$ cat src/rtl/dacio_pkg.sv
// dacio_pkg: shared types and helpers for the dacio_tx DDR lane driver.
// States, training words, idle code and the lane-split mapping.
package dacio_pkg;

  typedef enum logic [1:0] {
    IDLE   = 2'd0,
    TRAIN  = 2'd1,
    STREAM = 2'd2
  } state_t;

  localparam logic [15:0] TRAIN_A = 16'hAAAA;
  localparam logic [15:0] TRAIN_B = 16'h5555;
  localparam logic [15:0] IDLE_CODE_DEF = 16'h0000;

  typedef struct packed {
    logic [7:0] h;
    logic [7:0] l;
  } lanes_t;

  // odd bits ride the rising phase, even bits the falling phase
  function automatic lanes_t lane_split(
    input logic [15:0] w
  );
    lanes_t r;
    for (int k = 0; k < 8; k++) begin
      r.h[k] = w[2*k+1];
      r.l[k] = w[2*k];
    end
    return r;
  endfunction

endpackage

$ cat src/rtl/dacio_sfifo.sv
// dacio_sfifo: synchronous sample FIFO with flush.
// Pointers carry one extra wrap bit to tell full from empty.
module dacio_sfifo #(
  parameter int DEPTH = 16,
  parameter int AW    = 4
) (
  input  logic          clk,
  input  logic          rst_n,
  input  logic          flush,
  input  logic          push,
  input  logic          pop,
  input  logic [15:0]   din,
  output logic [15:0]   dout,
  output logic          full,
  output logic          empty,
  output logic [AW:0]   level
);

  logic [15:0] mem [DEPTH];
  logic [AW:0] wptr;
  logic [AW:0] rptr;
  logic        do_push;
  logic        do_pop;

  assign full = (wptr[AW] != rptr[AW]) &&
                (wptr[AW-1:0] == rptr[AW-1:0]);
  assign empty = (wptr == rptr);
  assign level = wptr - rptr;
  assign do_push = push && !full && !flush;
  assign do_pop = pop && !empty && !flush;
  assign dout = mem[rptr[AW-1:0]];

  // pointer update; flush empties the queue
  always_ff @(posedge clk or negedge rst_n) begin
    if (!rst_n) begin
      wptr <= '0;
      rptr <= '0;
    end else if (flush) begin
      wptr <= '0;
      rptr <= '0;
    end else begin
      if (do_push) wptr <= wptr + 1'b1;
      if (do_pop) rptr <= rptr + 1'b1;
    end
  end

  // storage write, no reset needed
  always_ff @(posedge clk) begin
    if (do_push) mem[wptr[AW-1:0]] <= din;
  end

endmodule

$ cat src/rtl/dacio_tx.sv
// dacio_tx: LVDS DDR transmit lane driver (train, then stream).
// Optional ramp test pattern: define DACIO_TX_RAMP_EN.
module dacio_tx
  import dacio_pkg::*;
#(
  parameter int          DEPTH     = 16,
  parameter int          AW        = 4,
  parameter int          TRAIN_LEN = 64,
  parameter logic [15:0] IDLE_CODE = IDLE_CODE_DEF
) (
  input  logic          clkin_sys,
  input  logic          io_reset_n,
  input  logic          tx_en,
  input  logic [15:0]   s_data,
  input  logic          s_valid,
  output logic          s_ready,
  input  logic          clr_err,
  input  logic          tp_sel,
  output logic [7:0]    o_dout_h,
  output logic [7:0]    o_dout_l,
  output logic          o_oe,
  output logic          o_train_busy,
  output logic          o_underflow,
  output logic [AW:0]   o_fifo_level
);

  localparam int CW =
    (TRAIN_LEN > 1) ? $clog2(TRAIN_LEN) : 1;

  state_t        state, state_nx;
  logic [CW-1:0] cnt, cnt_nx;
  logic          full, empty;
  logic          push, pop;
  logic          uf_set, ramp_on;
  logic [15:0]   head, ramp_word;
  logic [15:0]   word_nx, s1_word;
  logic          oe_nx, busy_nx;
  logic          s1_oe, s1_busy;

  assign s_ready = (state != IDLE) && !full;
  assign push = s_valid && s_ready;

  dacio_sfifo #(
    .DEPTH (DEPTH),
    .AW    (AW)
  ) u_fifo (
    .clk   (clkin_sys),
    .rst_n (io_reset_n),
    .flush (!tx_en),
    .push  (push),
    .pop   (pop),
    .din   (s_data),
    .dout  (head),
    .full  (full),
    .empty (empty),
    .level (o_fifo_level)
  );

`ifdef DACIO_TX_RAMP_EN
  logic [15:0] ramp;
  assign ramp_on = (state == STREAM) && tp_sel;
  assign ramp_word = ramp;

  // ramp restarts from 0 on every STREAM entry
  always_ff @(posedge clkin_sys or negedge io_reset_n) begin
    if (!io_reset_n) ramp <= '0;
    else if (state == STREAM) ramp <= ramp + 16'd1;
    else ramp <= '0;
  end
`else
  logic unused_tp;
  assign unused_tp = tp_sel;
  assign ramp_on = 1'b0;
  assign ramp_word = IDLE_CODE;
`endif

  // next state, word selection, pop and underflow
  always_comb begin
    state_nx = state;
    cnt_nx = cnt;
    word_nx = IDLE_CODE;
    oe_nx = 1'b0;
    busy_nx = 1'b0;
    pop = 1'b0;
    uf_set = 1'b0;
    if (!tx_en) begin
      state_nx = IDLE;
      cnt_nx = '0;
    end else begin
      unique case (state)
        IDLE: begin
          cnt_nx = '0;
          state_nx = (TRAIN_LEN == 0) ? STREAM : TRAIN;
        end
        TRAIN: begin
          oe_nx = 1'b1;
          busy_nx = 1'b1;
          word_nx = cnt[0] ? TRAIN_B : TRAIN_A;
          cnt_nx = cnt + CW'(1);
          if (int'(cnt) == TRAIN_LEN - 1)
            state_nx = STREAM;
        end
        STREAM: begin
          oe_nx = 1'b1;
          if (ramp_on) begin
            word_nx = ramp_word;
          end else if (!empty) begin
            pop = 1'b1;
            word_nx = head;
          end else begin
            uf_set = 1'b1;
          end
        end
        default: state_nx = IDLE;
      endcase
    end
  end

  // state and training counter
  always_ff @(posedge clkin_sys or negedge io_reset_n) begin
    if (!io_reset_n) begin
      state <= IDLE;
      cnt <= '0;
    end else begin
      state <= state_nx;
      cnt <= cnt_nx;
    end
  end

  // two-stage output path; disable bypasses it
  always_ff @(posedge clkin_sys or negedge io_reset_n) begin
    if (!io_reset_n) begin
      s1_word <= IDLE_CODE;
      s1_oe <= 1'b0;
      s1_busy <= 1'b0;
      {o_dout_h, o_dout_l} <= lane_split(IDLE_CODE);
      o_oe <= 1'b0;
      o_train_busy <= 1'b0;
    end else if (!tx_en) begin
      s1_word <= IDLE_CODE;
      s1_oe <= 1'b0;
      s1_busy <= 1'b0;
      {o_dout_h, o_dout_l} <= lane_split(IDLE_CODE);
      o_oe <= 1'b0;
      o_train_busy <= 1'b0;
    end else begin
      s1_word <= word_nx;
      s1_oe <= oe_nx;
      s1_busy <= busy_nx;
      {o_dout_h, o_dout_l} <= lane_split(s1_word);
      o_oe <= s1_oe;
      o_train_busy <= s1_busy;
    end
  end

  // sticky underflow; a new underflow beats clr_err
  always_ff @(posedge clkin_sys or negedge io_reset_n) begin
    if (!io_reset_n) o_underflow <= 1'b0;
    else o_underflow <= uf_set | (o_underflow & ~clr_err);
  end

endmodule

$ cat config.mk
export PLATFORM = sky130hd
export DESIGN_NAME = dacio_tx
export DESIGN_NICKNAME = d
export VERILOG_FILES = /design/src/rtl/dacio_pkg.sv /design/src/rtl/dacio_sfifo.sv /design/src/rtl/dacio_tx.sv
export SDC_FILE = /design/constraint.sdc
export NUM_CORES = 1
export LEC_CHECK = 0
export ABC_AREA = 1
export ABC_CLOCK_PERIOD_IN_PS = 5400
export CAP_MARGIN = 20
export CORE_UTILIZATION = 34
export DETAILED_ROUTE_END_ITERATION = 16
export PLACE_DENSITY = 0.55
export REMOVE_ABC_BUFFERS = 1
export SLEW_MARGIN = 20
export SYNTH_ARGS = -nofsm -noshare
export SYNTH_HDL_FRONTEND = slang
export SYNTH_SLANG_ARGS = --single-unit
export TNS_END_PERCENT = 50
$ cat constraint.sdc
create_clock -name clkin_sys -period 5.4 [get_ports clkin_sys]
set_clock_uncertainty 0.1 [all_clocks]
set_input_delay 0.81 -clock clkin_sys [delete_from_list [all_inputs] [get_ports clkin_sys]]
set_output_delay 0.81 -clock clkin_sys [all_outputs]
set_load 0.01 [all_outputs]
==> impl_metrics.prom <==
# TYPE chip_impl_metric gauge
chip_impl_metric{name="first_pass_grt_wire_length",unit="mm"} 47.99
chip_impl_metric{name="max_freq",unit="MHz"} 254.8
chip_impl_metric{name="power_frac_clock",unit="%"} 41.4
chip_impl_info{name="cts_tree",value="yes"} 1
chip_impl_metric{name="power_switching_share",unit="%"} 23.58
chip_impl_metric{name="period_share",unit="%"} 72.67
chip_impl_metric{name="dpl.cell_count",unit=""} 1907
chip_impl_metric{name="drt-wirelength-per-cell",unit="um"} 15.49
chip_impl_metric{name="tritoncts.num_buffers",unit=""} 36
chip_impl_metric{name="buffers_on_ports",unit=""} 45
chip_impl_info{name="clock_tree.root_cell",value="sky130_fd_sc_hd__clkbuf_16"} 1
chip_impl_metric{name="final_antenna_net_count",unit=""} 0
chip_impl_metric{name="seq_power_share",unit="%"} 49.1
chip_impl_metric{name="grt_overflow",unit=""} 0
chip_impl_metric{name="synthCells",unit=""} 1373
chip_impl_metric{name="synth.cell_area",unit="um2"} 13590
chip_impl_metric{name="clk_latency",unit="ps"} 510
chip_impl_metric{name="ys_ff_latch",unit=""} 311
chip_impl_metric{name="timing_worst_slew_pin_value",unit="ps"} 1064
chip_impl_metric{name="setup-violations-final",unit=""} 0
chip_impl_metric{name="floorplan.core_area",unit="um2"} 39010
chip_impl_metric{name="post_detail_place_hpwl",unit="mm"} 16.98
chip_impl_metric{name="power_leakage",unit="nW"} 7.033
chip_impl_info{name="outcome",value="finished clean"} 1
chip_impl_metric{name="gp_congestion",unit=""} 0.7720
chip_impl_metric{name="cts.sinks",unit=""} 311
chip_impl_metric{name="power.internal",unit="mW"} 4.224
chip_impl_info{name="crit_slowest_cell",value="sky130_fd_sc_hd__dfrtp_4"} 1
chip_impl_metric{name="synth.yosys.seq_area_share",unit="%"} 66.69
chip_impl_metric{name="instances_no_fill",unit=""} 1968
chip_impl_metric{name="drtIter0Drc",unit=""} 583
chip_impl_metric{name="routed-via-count",unit=""} 8767
chip_impl_metric{name="cts-htree-levels",unit=""} 2
chip_impl_metric{name="total_power",unit="mW"} 5.527
chip_impl_metric{name="clk_transition_reported_paths",unit="ps"} 50
chip_impl_metric{name="worst-r2r-cell-count",unit=""} 11
chip_impl_info{name="ws_path_type",value="reg -> out"} 1
chip_impl_metric{name="required",unit="ps"} 4490
chip_impl_metric{name="antenna_found_initial",unit=""} 1
chip_impl_metric{name="boundaryPins",unit=""} 47
chip_impl_metric{name="wl",unit="mm"} 30.48
chip_impl_metric{name="detail_route.drc_violations",unit=""} 0
chip_impl_metric{name="dieHeight",unit="um"} 201.9
chip_impl_info{name="worst_setup_path_start_kind",value="flop"} 1
chip_impl_metric{name="pre_cts_ws",unit="ps"} 1975
chip_impl_metric{name="drt-vias-per-instance",unit=""} 4.455
chip_impl_metric{name="number_of_hold_buffers_added_after_cts",unit=""} 0
chip_impl_metric{name="power_density",unit="nW/um2"} 350.6
chip_impl_metric{name="worstPathArrival",unit="ps"} 3010
chip_impl_metric{name="layout_cell_share_with_drive_strength_beyond_1",unit="%"} 6.621
chip_impl_metric{name="synth.lib_cells_used.distinct",unit=""} 28
chip_impl_metric{name="ir_drop_worst_vdd",unit="uV"} 210.5
chip_impl_info{name="hold_class",value="in -> async"} 1
chip_impl_metric{name="cts_setup_buffers",unit=""} 0
chip_impl_metric{name="dieWidth",unit="um"} 201.9
chip_impl_metric{name="combinationalPowerShare",unit="%"} 9.5
chip_impl_metric{name="maxSlewViolCount",unit=""} 0
chip_impl_metric{name="async_flop_share",unit="%"} 17.68
chip_impl_metric{name="dieArea",unit="um2"} 40780
chip_impl_metric{name="hold_viol",unit=""} 0
chip_impl_metric{name="power.net_switching",unit="mW"} 1.303
chip_impl_info{name="nature_of_the_critical_path_endpoint",value="output port"} 1
chip_impl_metric{name="synth.yosys.warnings",unit=""} 0
chip_impl_info{name="synth-main-ff-cell",value="sky130_fd_sc_hd__edfxtp_1"} 1
chip_impl_metric{name="ctsLongestPathBuffers",unit=""} 3
chip_impl_metric{name="worst-path-max-fanout",unit=""} 60
chip_impl_metric{name="cap_violations",unit=""} 0
chip_impl_metric{name="number_of_global_route_vias_before_repair",unit=""} 8453
chip_impl_metric{name="floorplan.initialDensity",unit="%"} 34.84
chip_impl_metric{name="critPathMaxStageDelay",unit="ps"} 750
chip_impl_metric{name="setup_ws",unit="ps"} 1476
chip_impl_metric{name="num-nets-final",unit=""} 1464
chip_impl_metric{name="tns",unit="ps"} 0
chip_impl_metric{name="layout_min_cycle_time",unit="ps"} 3924
chip_impl_metric{name="syn_to_final_growth",unit="%"} 16.00
chip_impl_metric{name="holdWs",unit="ps"} 328.5
chip_impl_metric{name="grt_max_degree",unit=""} 79
chip_impl_metric{name="synth-edff-count",unit=""} 256
chip_impl_metric{name="cts-resized-gates",unit=""} 0
chip_impl_info{name="rsz0062_at_grt",value="no"} 1
chip_impl_metric{name="num_antenna_cells",unit=""} 0
chip_impl_metric{name="placementRows",unit=""} 72
chip_impl_info{name="crit_path_cell_trace",value="ha_1, fa_1, o21ai_0, xnor2_1, clkdlybuf4s50_1"} 1
chip_impl_metric{name="groute.usage.overall",unit="%"} 15.35
chip_impl_metric{name="worst_slew_margin_rel",unit="%"} 28.97
chip_impl_metric{name="synth_area_per_cell",unit="um2"} 9.898
chip_impl_metric{name="drt_first_pass_iters",unit=""} 5
==> worst max-delay path: cells and delay by family, from the launching register on <==
family                   cells  cell delay [ps]
buffers and inverters        1              550
flip-flops                   1              750
adder cells (fa/ha/maj)      2              810
AO/OA/AOI/OAI                1              220
XOR/XNOR                     1              150
==> cells in the mapped netlist (all sizes together) (3+ instances only) <==
library cell	instances	area, um2
ha	14	175.2
buf	43	221.5
dfrtp	55	1376
clkbuf	13	48.80
edfxtp	256	7687
nor2	25	96.35
nor3b	3	22.52
o21ai	13	65.06
nand3	173	865.8
nand2	458	1722
a21oi	22	113.9
xor2	5	51.30
inv	281	1055
==> cell type report <==
class	instances	area (um2)
multi-input combinational	723	3224
clock inverter	12	108.9
fill	3759	23240
timing repair buffer	72	660.6
tap	518	648.1
inverter	283	1064
clock buffer	49	991.0
sequential	311	9069
==> power groups by stage <==
stage	registers, mW	logic [mW]	clock network, mW
finish	2.71	0.524	2.29
global route	2.72	0.601	2.42
CTS	2.71	0.535	2.34
detailed placement	2.76	0.532	0
global placement	2.76	0.526	0
floorplan	2.77	0.301	0
==> worst paths after layout <==
check | startpoint | endpoint | slack, ps
setup / recovery | u_fifo.rptr[0]$_DFFE_PN0P_ | o_fifo_level[4] | 1480
hold / removal | io_reset_n | o_dout_l[7]$_DFF_PN0_ | 330
setup reg to reg | u_fifo.rptr[0]$_DFFE_PN0P_ | s1_word[5]$_DFF_PN0_ | 1990
hold reg to reg | s1_word[12]$_DFF_PN0_ | o_dout_l[6]$_DFF_PN0_ | 330
max in group asynchronous | io_reset_n | u_fifo.rptr[0]$_DFFE_PN0P_ | 4350
min in group clkin_sys | s1_word[12]$_DFF_PN0_ | o_dout_l[6]$_DFF_PN0_ | 330
==> registers in the layout, summed over array words and instances, names as in the netlist <==
| name | count |
|---|---|
| state | 2 |
| u_fifo.wptr | 5 |
| cnt | 6 |
| o_dout_h | 8 |
| u_fifo.mem | 256 |
| o_oe | 1 |
| s1_busy | 1 |
| o_train_busy | 1 |
| o_underflow | 1 |
| u_fifo.rptr | 5 |
| o_dout_l | 8 |
| s1_word | 16 |
| s1_oe | 1 |
==> metal layers <==
layer	up-vias	wire length, um	GRT usage, %
met2	204	14710	26.18
met1	4100	13690	20.35
met5	-	19	0
met3	48	1412	2.112
met4	2	651	4.356
li1	4413	-	-
==> kinds of logic (layout without fill, tap and decap cells) <==
logic type               after synthesis  after routing  share of synthesized area [%]
AO/OA/AOI/OAI                         39             39                          1.528
XOR/XNOR                               7              7                         0.5064
adder cells (fa/ha/maj)               15             15                          1.436
buffers and inverters                339            416                          9.805
flip-flops                           311            311                          66.69
AND/OR/NAND/NOR                      662            662                          20.03
==> per-stage QoR <==
stage                     util, %  area [um2]
after global placement      37.60       14670
final                       40.42       15770
after floorplan                 -       13320
after detailed placement    37.60       14670
after CTS                   40.42       15770
after global routing        40.42       15770
==> cell usage in the layout (no fill, tap or decap), drive strengths merged <==
cell type	netlist	final
xnor2	2	2
xor2	5	5
clkdlybuf4s50	0	44
nor2	25	25
o22ai	1	1
nand3	173	173
nor3b	3	3
edfxtp	256	256
nand2	458	458
clkbuf	13	49
a21oi	22	22
o211ai	1	1
o21ai	13	13
buf	43	28
nor3	2	2
bufinv	0	2
nand4	1	1
o31ai	2	2
fa	1	1
clkinv	2	11
inv	281	282
dfrtp	55	55
ha	14	14
(Power assumes the default switching activity.)
